**src/rtl/v5_filter_ctrl.sv**
```systemverilog
// Sequencer and event extractor for the v5 trapezoidal shaping filter: flushes and
// settles the filter, triggers on threshold, samples the flat top, rejects pile-up.
module v5_filter_ctrl #(
    parameter int DATA_W = 18,
    parameter int K_LEN  = 4,
    parameter int L_LEN  = 8,
    parameter int TS_W   = 32,
    parameter int CNT_W  = 16
) (
    input  logic                     clk,
    input  logic                     reset,
    input  logic                     enable,
    input  logic signed [DATA_W-1:0] threshold,
    input  logic signed [DATA_W-1:0] filt_data,
    output logic                     filt_clr,
    output logic signed [DATA_W-1:0] evt_amp,
    output logic [TS_W-1:0]          evt_time,
    output logic                     evt_valid,
    input  logic                     evt_ready,
    output logic [CNT_W-1:0]         pileup_cnt,
    output logic [CNT_W-1:0]         drop_cnt,
    output logic                     busy
);

    generate
        if (K_LEN < 1 || L_LEN <= K_LEN) begin : g_bad_params
            $error("v5_filter_ctrl: K_LEN must be >= 1 and L_LEN must exceed K_LEN");
        end
    endgenerate

    localparam int WIN = K_LEN + L_LEN;
    localparam int MID = K_LEN + (L_LEN - K_LEN) / 2;
    localparam int CW  = $clog2(WIN + 1);

    localparam logic [CW-1:0] WIN_C = CW'(WIN);
    localparam logic [CW-1:0] SET_C = CW'(WIN - 1);
    localparam logic [CW-1:0] MID_C = CW'(MID);
    localparam logic [CW-1:0] ONE_C = CW'(1);

    localparam logic [2:0] IDLE   = 3'd0;
    localparam logic [2:0] FLUSH  = 3'd1;
    localparam logic [2:0] SETTLE = 3'd2;
    localparam logic [2:0] ARMED  = 3'd3;
    localparam logic [2:0] WINDOW = 3'd4;
    localparam logic [2:0] REARM  = 3'd5;

    logic [2:0]               state_reg, state_next;
    logic [CW-1:0]            cnt_reg, cnt_next;
    logic [TS_W-1:0]          ts_reg;
    logic [TS_W-1:0]          t0_reg;
    logic signed [DATA_W-1:0] amp_reg;
    logic                     below_reg;
    logic                     pileup_reg;

    logic above;
    logic pileup_now;
    logic win_end;
    logic load_evt;
    logic load_pile;

    assign above      = filt_data > threshold;
    // The last window sample can itself complete a pile-up.
    assign pileup_now = pileup_reg | (above & below_reg);
    assign win_end    = enable && (state_reg == WINDOW) && (cnt_reg == WIN_C);
    assign load_evt   = win_end && !pileup_now;
    assign load_pile  = win_end && pileup_now;

    always_comb begin
        state_next = state_reg;
        cnt_next   = cnt_reg;
        if (!enable) begin
            state_next = IDLE;
            cnt_next   = '0;
        end else begin
            case (state_reg)
                IDLE: begin
                    state_next = FLUSH;
                    cnt_next   = '0;
                end
                FLUSH: begin
                    if (cnt_reg == WIN_C) begin
                        state_next = SETTLE;
                        cnt_next   = '0;
                    end else begin
                        cnt_next = cnt_reg + ONE_C;
                    end
                end
                SETTLE: begin
                    if (cnt_reg == SET_C) begin
                        state_next = ARMED;
                        cnt_next   = '0;
                    end else begin
                        cnt_next = cnt_reg + ONE_C;
                    end
                end
                ARMED: begin
                    if (above) begin
                        state_next = WINDOW;
                        cnt_next   = ONE_C;
                    end
                end
                WINDOW: begin
                    if (cnt_reg == WIN_C) begin
                        state_next = REARM;
                        cnt_next   = '0;
                    end else begin
                        cnt_next = cnt_reg + ONE_C;
                    end
                end
                REARM: begin
                    if (!above) begin
                        state_next = ARMED;
                    end
                end
                default: begin
                    state_next = IDLE;
                    cnt_next   = '0;
                end
            endcase
        end
    end

    always_ff @(posedge clk or posedge reset) begin
        if (reset) begin
            state_reg  <= IDLE;
            cnt_reg    <= '0;
            ts_reg     <= '0;
            t0_reg     <= '0;
            amp_reg    <= '0;
            below_reg  <= 1'b0;
            pileup_reg <= 1'b0;
            filt_clr   <= 1'b1;
            busy       <= 1'b0;
            evt_amp    <= '0;
            evt_time   <= '0;
            evt_valid  <= 1'b0;
            pileup_cnt <= '0;
            drop_cnt   <= '0;
        end else begin
            state_reg <= state_next;
            cnt_reg   <= cnt_next;
            ts_reg    <= ts_reg + 1'b1;
            filt_clr  <= (state_next == IDLE) || (state_next == FLUSH);
            busy      <= (state_next != IDLE) && (state_next != ARMED);

            if (enable && state_reg == ARMED && above) begin
                t0_reg     <= ts_reg;
                below_reg  <= 1'b0;
                pileup_reg <= 1'b0;
            end else if (state_reg == WINDOW) begin
                if (!above) begin
                    below_reg <= 1'b1;
                end
                if (above && below_reg) begin
                    pileup_reg <= 1'b1;
                end
                if (cnt_reg == MID_C) begin
                    amp_reg <= filt_data;
                end
            end

            // A load alongside a transfer replaces the departing event.
            if (load_evt) begin
                if (!evt_valid || evt_ready) begin
                    evt_amp   <= amp_reg;
                    evt_time  <= t0_reg;
                    evt_valid <= 1'b1;
                end else if (drop_cnt != {CNT_W{1'b1}}) begin
                    drop_cnt <= drop_cnt + 1'b1;
                end
            end else if (evt_valid && evt_ready) begin
                evt_valid <= 1'b0;
            end

            if (load_pile && pileup_cnt != {CNT_W{1'b1}}) begin
                pileup_cnt <= pileup_cnt + 1'b1;
            end
        end
    end

endmodule

```
**config.mk**
```make
export PLATFORM = sky130hd
export DESIGN_NAME = v5_filter_ctrl
export DESIGN_NICKNAME = d
export VERILOG_FILES = /design/src/rtl/v5_filter_ctrl.sv
export SDC_FILE = /design/constraint.sdc
export NUM_CORES = 1
export LEC_CHECK = 0
export CORE_ASPECT_RATIO = 0.7
export CORE_MARGIN = 4
export CORE_UTILIZATION = 54
export DETAILED_ROUTE_END_ITERATION = 7
export PLACE_DENSITY = 0.82
export SLEW_MARGIN = 20
export SYNTH_ARGS = -nofsm -noshare
export SYNTH_HDL_FRONTEND = slang
export SYNTH_SLANG_ARGS = --single-unit
```
**constraint.sdc**
```tcl
create_clock -name clk -period 7.6 [get_ports clk]
set_input_delay 1.14 -clock clk [delete_from_list [all_inputs] [get_ports clk]]
set_output_delay 1.14 -clock clk [all_outputs]
set_load 0.02 [all_outputs]
```
==> Yosys cells after proc, flatten, opt, wreduce, memory -nomap -nowiden <==
Cells that the tools add are included.
{ "word_totals": {"ff_bits": 176, "word_cells": 88} }
{ "classes": {"n_addsub": 4, "order_cmp": 1, "n_eq_ne": 16, "muxes": 21, "n_bitwise": 4, "n_reduce_logical": 28} }
{ "ops": {"columns": ["op", "count"], "rows": [
  ["16-bit by 1-bit adder with 16-bit output (second input constant)", 2],
  ["32-bit by 1-bit adder with 32-bit output (second input constant)", 1],
  ["16-bit inequality test (second input constant)", 2],
  ["18-bit > comparator", 1],
  ["3-bit 2-to-1 mux", 6],
  ["3-bit case mux with 6 select lines", 1],
  ["4-bit 2-to-1 mux", 4],
  ["4-bit case mux with 4 select lines", 1],
  ["1-bit logical AND", 10],
  ["2-bit AND reduction", 5],
  ["1-bit 2-to-1 mux", 9],
  ["4-bit == test (second input constant)", 2],
  ["3-bit by 1-bit == test with 1-bit output (second input constant)", 2],
  ["3-bit by 2-bit == test with 1-bit output (second input constant)", 2],
  ["3-bit == test (second input constant)", 2],
  ["3-bit zero test", 2],
  ["3-bit AND reduction", 2],
  ["2-bit nonzero test", 3],
  ["4-bit by 1-bit adder with 4-bit output (second input constant)", 1],
  ["4-bit by 3-bit == test with 1-bit output (second input constant)", 1],
  ["2-bit by 1-bit inequality test with 1-bit output (second input constant)", 2],
  ["3-bit by 2-bit inequality test with 1-bit output (second input constant)", 1],
  ["3-bit inequality test (second input constant)", 1],
  ["3-bit nonzero test", 1],
  ["other kinds (7)", 10]
]} }

==> Depth between registers and ports, before layout <==
{ "logic_depth": {"word_depth": 7, "mapped_depth": 11} }

==> Least setup slack after synthesis <==
Ideal clock, no wire load.
{ "synth_path": {"kind": "input -> register", "startpoint": "in threshold[17]", "endpoint": "reg t0_reg[10]", "setup_ns": 0.125, "arrival_time_ns": 3.197, "path_slack_ns": 4.278, "stages": 11, "cell_sequence": "inv_1 ha_1 nand4_1 nor3_2 a221oi_2 or2_1 and3_1 buf_2 nand3_2 buf_2 mux2_2"} }
{ "synth_via": {"elab_chain_cells": 2} }
{ "synth_rtl": {"columns": ["item", "line_no", "text"], "rows": [
  ["from (decl)", "13", "input logic signed [DATA_W-1:0] threshold,"],
  ["18-bit > comparator", "61", "assign above = filt_data > threshold;"],
  ["1-bit logical AND", "146", "if (enable && state_reg == ARMED && above) begin"],
  ["to (signal assigned)", "147", "t0_reg <= ts_reg;"],
  ["to (decl)", "50", "logic [TS_W-1:0] t0_reg;"]
]} }
Every way passes these cells.
A chain may end at the register's enable or synchronous reset.

==> Worst setup path after layout <==
{ "layout_path": {"startpoint": "in threshold[3]", "endpoint": "reg evt_time[31]"} }
{ "layout_via": {"elab_chain_cells": 6} }
{ "layout_rtl": {"columns": ["item", "line_no", "text"], "rows": [
  ["18-bit > comparator", "61", null],
  ["1-bit bitwise AND", "63", "assign pileup_now = pileup_reg | (above & below_reg);"],
  ["1-bit bitwise OR", "63", null],
  ["1-bit zero test", "65", "assign load_evt = win_end && !pileup_now;"],
  ["1-bit logical AND", "65", null],
  ["2-bit AND reduction (no line)", null, null],
  ["to (signal assigned)", "166", "evt_time <= t0_reg;"],
  ["to (decl)", "17", "output logic [TS_W-1:0] evt_time,"]
]} }
Every way passes these cells.

==> results.md <==
- # nets final: 820
- Setup crit end kind: flip-flop
- Num ports: 125
- CTS Buf Count: 17
- Overflow after GRT: 0
- Seq/Total Area, Yosys: 0.562
- #FFs+latches synth: 176
- CP Launch Type: input pin
- Routed Antenna Nets: 0
- Period utilization: 0.631
- Crit-path max FO: 28
- Commonest non-fill, non-tap cell in the layout: dfrtp_1
- Post-CTS sizing: 0
- WP data required: around 7900 ps
- Hold depth: 1
- Placed Instances: 927
- Cts hold-fix bufs: 0
- Die X: 152 um
- Measured slew at the worst slew-check pin: 1000 ps
- Fraction of layout cells with a size suffix above 1: 0.117
- Initial antenna violation count: 0
- Relative max-transition margin: 0.322
- Vias in the first global route: 5,478
- Mean Syn Cell Area: 12.4 um^2
- Longest Clk Path Bufs: 2
- Fin. Hold Viols: 0
- TritonCTS clock tree: built
- Top FF cell, synth: dfrtp_1
- Pwr dens: 196 nW/um^2
- Area Growth Syn to Fin: 25.7%
- Hpwl dp: 11,900 um
- Core area: 14,100 um^2
- Clock latency on the worst-skew pair: about 430 ps
- Fmax: around 210 MHz
- Min Tclk post-route: 4800 ps
- Gate Count Post-Synth: 633
- H-tree depth: 4
- N_diodes: 0
- RSZ-0062 raised after global routing: no
- RD Place Congestion: 0.858
- Largest net degree at the start of global routing: 125
- Slowest Stage Delay on Critical Path: around 710 ps
- DR WL/cell: 17.7 um
- Via count: 5,345
- DR vias/cell: 5.57
- Final setup fails: 0
- Share of flip-flops with an asynchronous set or reset: 1.00
- Peak supply drop: 0.146 mV
- CP Data Arrival Time: 5110 ps
- WL final: ~17,000 um
- CP bufs+invs: 3
- Die Area: 16,500 um^2
- Rows: 36
- Hold Path Class: reg2reg
- Root Buffer: clkbuf_16
- Outcome: complete, no violations
- Drt drc: 0
- Drt first-iter violations: around 300
- EDFF count, synth: 0
- Crit. path cell count: 11
- Critical Path Slowest Stage Cell: a41oi_4
- Syn nets: 697
- Worst r2r path cells: 6
- Static leakage: 0.00487 uW
- TNS Setup: 0 ps
- Drt first pass iters: 5
- Final hold slack: 474 ps
- Post-Syn Area: 7830 um^2
- Critical-path cell list: clkdlybuf4s50_1, inv_1, ha_1, a21oi_1, o21ai_1, a221oi_2, nand3_1, a41oi_4, nand3_2, buf_4, mux2_1
- Gr usage total: 0.211
- Buffers on Ports: 124
- First-pass GRT wire length: approximately 28,000 um
- Crit path max-delay family: compound AO/OA/AOI/OAI gates
- Postcts setup bufs: 0
- Max-slew violations: 0
- Warnings from Yosys: 0
- Clock tree sinks: 176
- Post-Layout Cell Count: 959
- CTS clk-pin slew, worst paths: 70 ps
- Chip Height: 109 um
- Setup CP Type: in2reg
- Clock Skew: between 10 and 15 ps
- Commonest cells after routing, fill and taps aside: 175 x dfrtp_1, 124 x clkdlybuf4s50_1, 50 x mux2_1, 50 x mux2_2, 41 x nand2_1
- Unique masters post-synth: 48
- Max-Cap Viols: 0
- Initial Util: 0.557
## report_power, final
group | internal, uW | switching (uW)
logic | 34.6 | 50.2
registers | 938 | 3.56
clock network | 523 | 377
total | 1500 | 431
## area by class of cell
| class | instances | area [um^2] |
|---|---|---|
| flip-flops and latches | 176 | 4410 |
| clock inverters | 14 | 179 |
| inverters | 30 | 120 |
| repair buffers | 126 | 1260 |
| multi-input cells | 405 | 3220 |
| well taps | 190 | 238 |
| fillers | 970 | 4210 |
| clock buffers | 18 | 429 |
## metrics by stage
stage / util / worst slack, ps / area, um^2 / total power, uW
2_1_floorplan: - / 1690 / 7830 / 1010
3_3_place_gp: 0.657 / 2600 / 9240 / 1040
3_5_place_dp: 0.657 / 2360 / 9240 / 1040
4_1_cts: 0.700 / 2790 / 9840 / 1940
5_1_grt: 0.701 / 2540 / 9850 / 1990
6_report: 0.701 / 2800 / 9850 / 1930
## per-layer routing
layer	track usage	share of wire	up-vias
met3	0.0528	0.043	27
met2	0.354	0.50	142
met4	0.0712	0.018	0
met5	0	0	-
li1	-	-	2483
met1	0.274	0.44	2693
## worst reg2reg max path: cells and delay by family (launching register included)
kind | cells | cell delay, ps
flops | 1 | 620
buf+inv | 2 | 690
simple gates | 3 | 1430
mux | 1 | 390
## final timing paths
kind	endpoint	startpoint	slack, ps
setup / recovery	evt_time[31]$_DFFE_PP0P_	threshold[3]	2800
hold / removal	ts_reg[31]$_DFF_PP0_	ts_reg[31]$_DFF_PP0_	470
setup reg to reg	evt_time[31]$_DFFE_PP0P_	state_reg[2]$_DFF_PP0_	4370
hold reg to reg	ts_reg[31]$_DFF_PP0_	ts_reg[31]$_DFF_PP0_	470
max in group asynchronous	pileup_cnt[10]$_DFFE_PP0P_	reset	5090
min in group asynchronous	evt_time[17]$_DFFE_PP0P_	reset	1300
## logic make-up after synthesis
family          share of synthesized area
compound gates                     0.0466
xor+xnor                           0.0682
fa+ha+maj                          0.0383
buf+inv                            0.0268
flops                               0.562
mux                                 0.144
simple gates                        0.114
## cell usage after synthesis, types with 2 or more instances
cell type / n / share of area
mux2_2: 50 / 0.072
nor3b_1: 2 / 0.0019
nor4b_1: 2 / 0.0022
nand2b_1: 2 / 0.0016
a22o_1: 2 / 0.0022
a311oi_1: 2 / 0.0022
xnor2_1: 32 / 0.036
a21boi_0: 2 / 0.0019
xor2_1: 29 / 0.032
and3_1: 24 / 0.019
and4_1: 6 / 0.0067
o21a_1: 2 / 0.0019
ha_1: 24 / 0.038
nor2_1: 18 / 0.0086
nor4_1: 5 / 0.0040
mux2_1: 50 / 0.072
a21oi_1: 13 / 0.0083
clkbuf_1: 10 / 0.0048
nand3_1: 23 / 0.015
dfrtp_1: 175 / 0.56
o21ai_0: 14 / 0.0089
nand2_1: 41 / 0.020
nor3_1: 13 / 0.0083
nor2b_1: 2 / 0.0016
a31oi_1: 3 / 0.0024
nand3_2: 2 / 0.0026
o21ai_1: 2 / 0.0013
and2_1: 4 / 0.0032
a211o_1: 2 / 0.0022
inv_1: 30 / 0.014
nand4_1: 19 / 0.015
buf_2: 12 / 0.0077
Power figures use the tool's default switching activity.
==> RTL edit, RTL diff (config.mk and constraints unchanged) <==
Register the input `threshold` before use, without a reset. The logic sees it one clock later. The other inputs are not delayed to match.
--- a/src/rtl/v5_filter_ctrl.sv
+++ b/src/rtl/v5_filter_ctrl.sv
@@ -23,2 +23,8 @@
 );
+
+    logic signed [DATA_W-1:0] threshold_q;
+
+    always_ff @(posedge clk) begin
+        threshold_q <= threshold;
+    end
 
@@ -60,3 +66,3 @@
 
-    assign above      = filt_data > threshold;
+    assign above      = filt_data > threshold_q;
     // The last window sample can itself complete a pile-up.
Formal check against the unedited RTL: no difference found for any inputs over 10 cycles, from zero or initial values and one cycle with reset high; that may be too few to reach the edited logic, so the function may still have changed.
==> RTL edit against the unedited design <==
  * Total power is 3.4% higher
  * Via count shrank 2.8%
  * Sequential cell count grew 18
  * Register-to-register slack got worse by 0.67 ns
  * First-iteration DRC count decreased by 5.1%
  * Routed wire length down 2.3%
  * Clock skew grew 0.0018 ns
  * Synthesized area is 6.8% higher
  * Setup slack improved by 0.059 ns
  * Clock power decreased by 5.0%
  * Final area is 4.4% higher
  * Critical path type unchanged
  * Largest cell class unchanged
  * Largest power group unchanged
  * Highest routed layer is now met5
==> RTL edit: results (changes against the unedited design) <==
placed insts 931 (+0.43%); Final Hold Viols 0 (unchanged); FFs w/ async S/R, synth 90.72% (-9.3 points); CP Launch Point filt_data[5]; antenna cell count 0 (unchanged); post-place setup slack 2.568 ns (+0.2131 ns); RePlAce Congestion 0.8109 (-5.5%); sequential fraction of the synthesis area 56.99% (+0.75 points); Crit-path slowest cell and3_4; largest net degree at the start of global routing 93 (-26%); Synth Area in XOR/XNOR 6.493% (-0.33 points); actual slew at the worst max-slew pin 1.030 ns (+0.02889 ns); Static Leakage 0.004853 µW (-0.34%); first-pass GRT wire length 27.63 mm (-1.7%); nets@finish 819 (-0.12%); Final Non-Filler Cells 963 (+0.42%); wire per inst 17.21 µm (-2.7%); Top FF cell, synth dfrtp_1; Pint 1522 µW (+1.7%); Synth Area in Adders 3.591% (-0.24 points); clk_skew 0.01343 ns (+0.001754 ns); synth warn 0 (unchanged); initial drt markers 279 (-5.1%); most frequent cells after synthesis dfrtp_1 (175), mux2_2 (51), mux2_4 (50); initial antenna violation count 1 (+1); CP Max Fanout 50 (+79%); router iterations before antenna repair 4 (-1); Synth Area in Compound Gates 3.351% (-1.3 points); status finished, final reports clean; Crit path largest cell delay 0.93 ns (+0.22 ns); FILL cells 1,031 (+6.3%); post-synth cell types 49 (+2.1%); antenna-violating nets left 0 (unchanged); vias in the first global route 5,470 (-0.15%); GRT Total Usage 19.44% (-1.7 points); worst r2r src threshold_q[5]$_DFF_P_; Via density 5.394 (-3.2%); post-detail-place hpwl 11.31 mm (-5.4%); share of cells above drive strength 1 19.01% (+7.3 points); IR drop worst, VDD 121.3 µV (-17%); Mapped Cells 628 (-0.79%); clock latency on the worst-skew pair 0.42 ns; Net Count, Synth 692 (-0.72%); mux share of post-synthesis cell area 15.98% (+1.6 points); Slew Viols, Final 0 (unchanged); top post-synthesis cells by area dfrtp_1 (52%), mux2_4 (9.0%), mux2_2 (6.9%)
RTL edit: cell count changes in the layout (fill, tap and decap cells not counted), moves of 6 or more:
cell and change:
mux2_4 +50, and3_1 -12, dfxtp_1 +18, mux2_1 -49, xnor2_1 +6
RTL edit: per-stage QoR:
stage	power (µW)	cell area, µm²
2_1_floorplan	1117	8363
3_3_place_gp	1153	9718
3_5_place_dp	1159	9718
4_1_cts	2015	10280
5_1_grt	2077	10280
6_report	1993	10280
RTL edit: critical path: cells and delay by family:
kind	cells	cell delay, ns
AOI/OAI and AO/OA	5	1.72
muxes	1	0.36
adders and majority gates	1	0.35
buffers and inverters	1	0.43
and+or+nand+nor	1	0.93
RTL edit: layout make-up:
type | instances | area (µm²) | share of cell area, %
clock inverter | 12 | 115.1 | 1.119
sequential | 194 | 4766 | 46.34
timing repair buffer | 127 | 1267 | 12.33
inverter | 31 | 121.4 | 1.180
tap | 195 | 244.0 | 2.373
clock buffer | 20 | 446.7 | 4.344
multi-input combinational | 384 | 3323 | 32.32
RTL edit: final timing paths:
check	slack (ns)	to	cells past startpoint
min in group asynchronous	1.25	evt_time[15]$_DFFE_PP0P_	2
max	2.86	evt_time[7]$_DFFE_PP0P_	9
min reg2reg	0.46	ts_reg[31]$_DFF_PP0_	1
max reg2reg	3.70	evt_time[7]$_DFFE_PP0P_	9
max in group asynchronous	5.11	evt_amp[17]$_DFFE_PP0P_	3
min	0.46	ts_reg[31]$_DFF_PP0_	1
RTL edit: power groups by stage:
| stage | combinational, µW | sequential, µW | clock, µW |
|---|---|---|---|
| 3_5_place_dp | 89.5 | 1070 | 0 |
| 5_1_grt | 102 | 1050 | 926 |
| 6_report | 88.9 | 1050 | 855 |
| 3_3_place_gp | 84.2 | 1070 | 0 |
| 2_1_floorplan | 49.9 | 1070 | 0 |
| 4_1_cts | 90.6 | 1050 | 876 |
RTL edit: cell families after synthesis:
family                   after synthesis
buffers and inverters                 50
AO/OA/AOI/OAI                         36
adder cells (fa/ha/maj)               24
flip-flops                           194
XOR/XNOR                              62
AND/OR/NAND/NOR                      160
multiplexers                         102
RTL edit: routing by layer:
layer / share of wire, % / wire (µm) / GRT usage (%)
met1: 48 / 7889 / 27.91
met2: 46 / 7606 / 29.97
met3: 5.4 / 898 / 4.971
met4: 1.0 / 169 / 4.624
met5: 0.078 / 13 / 0
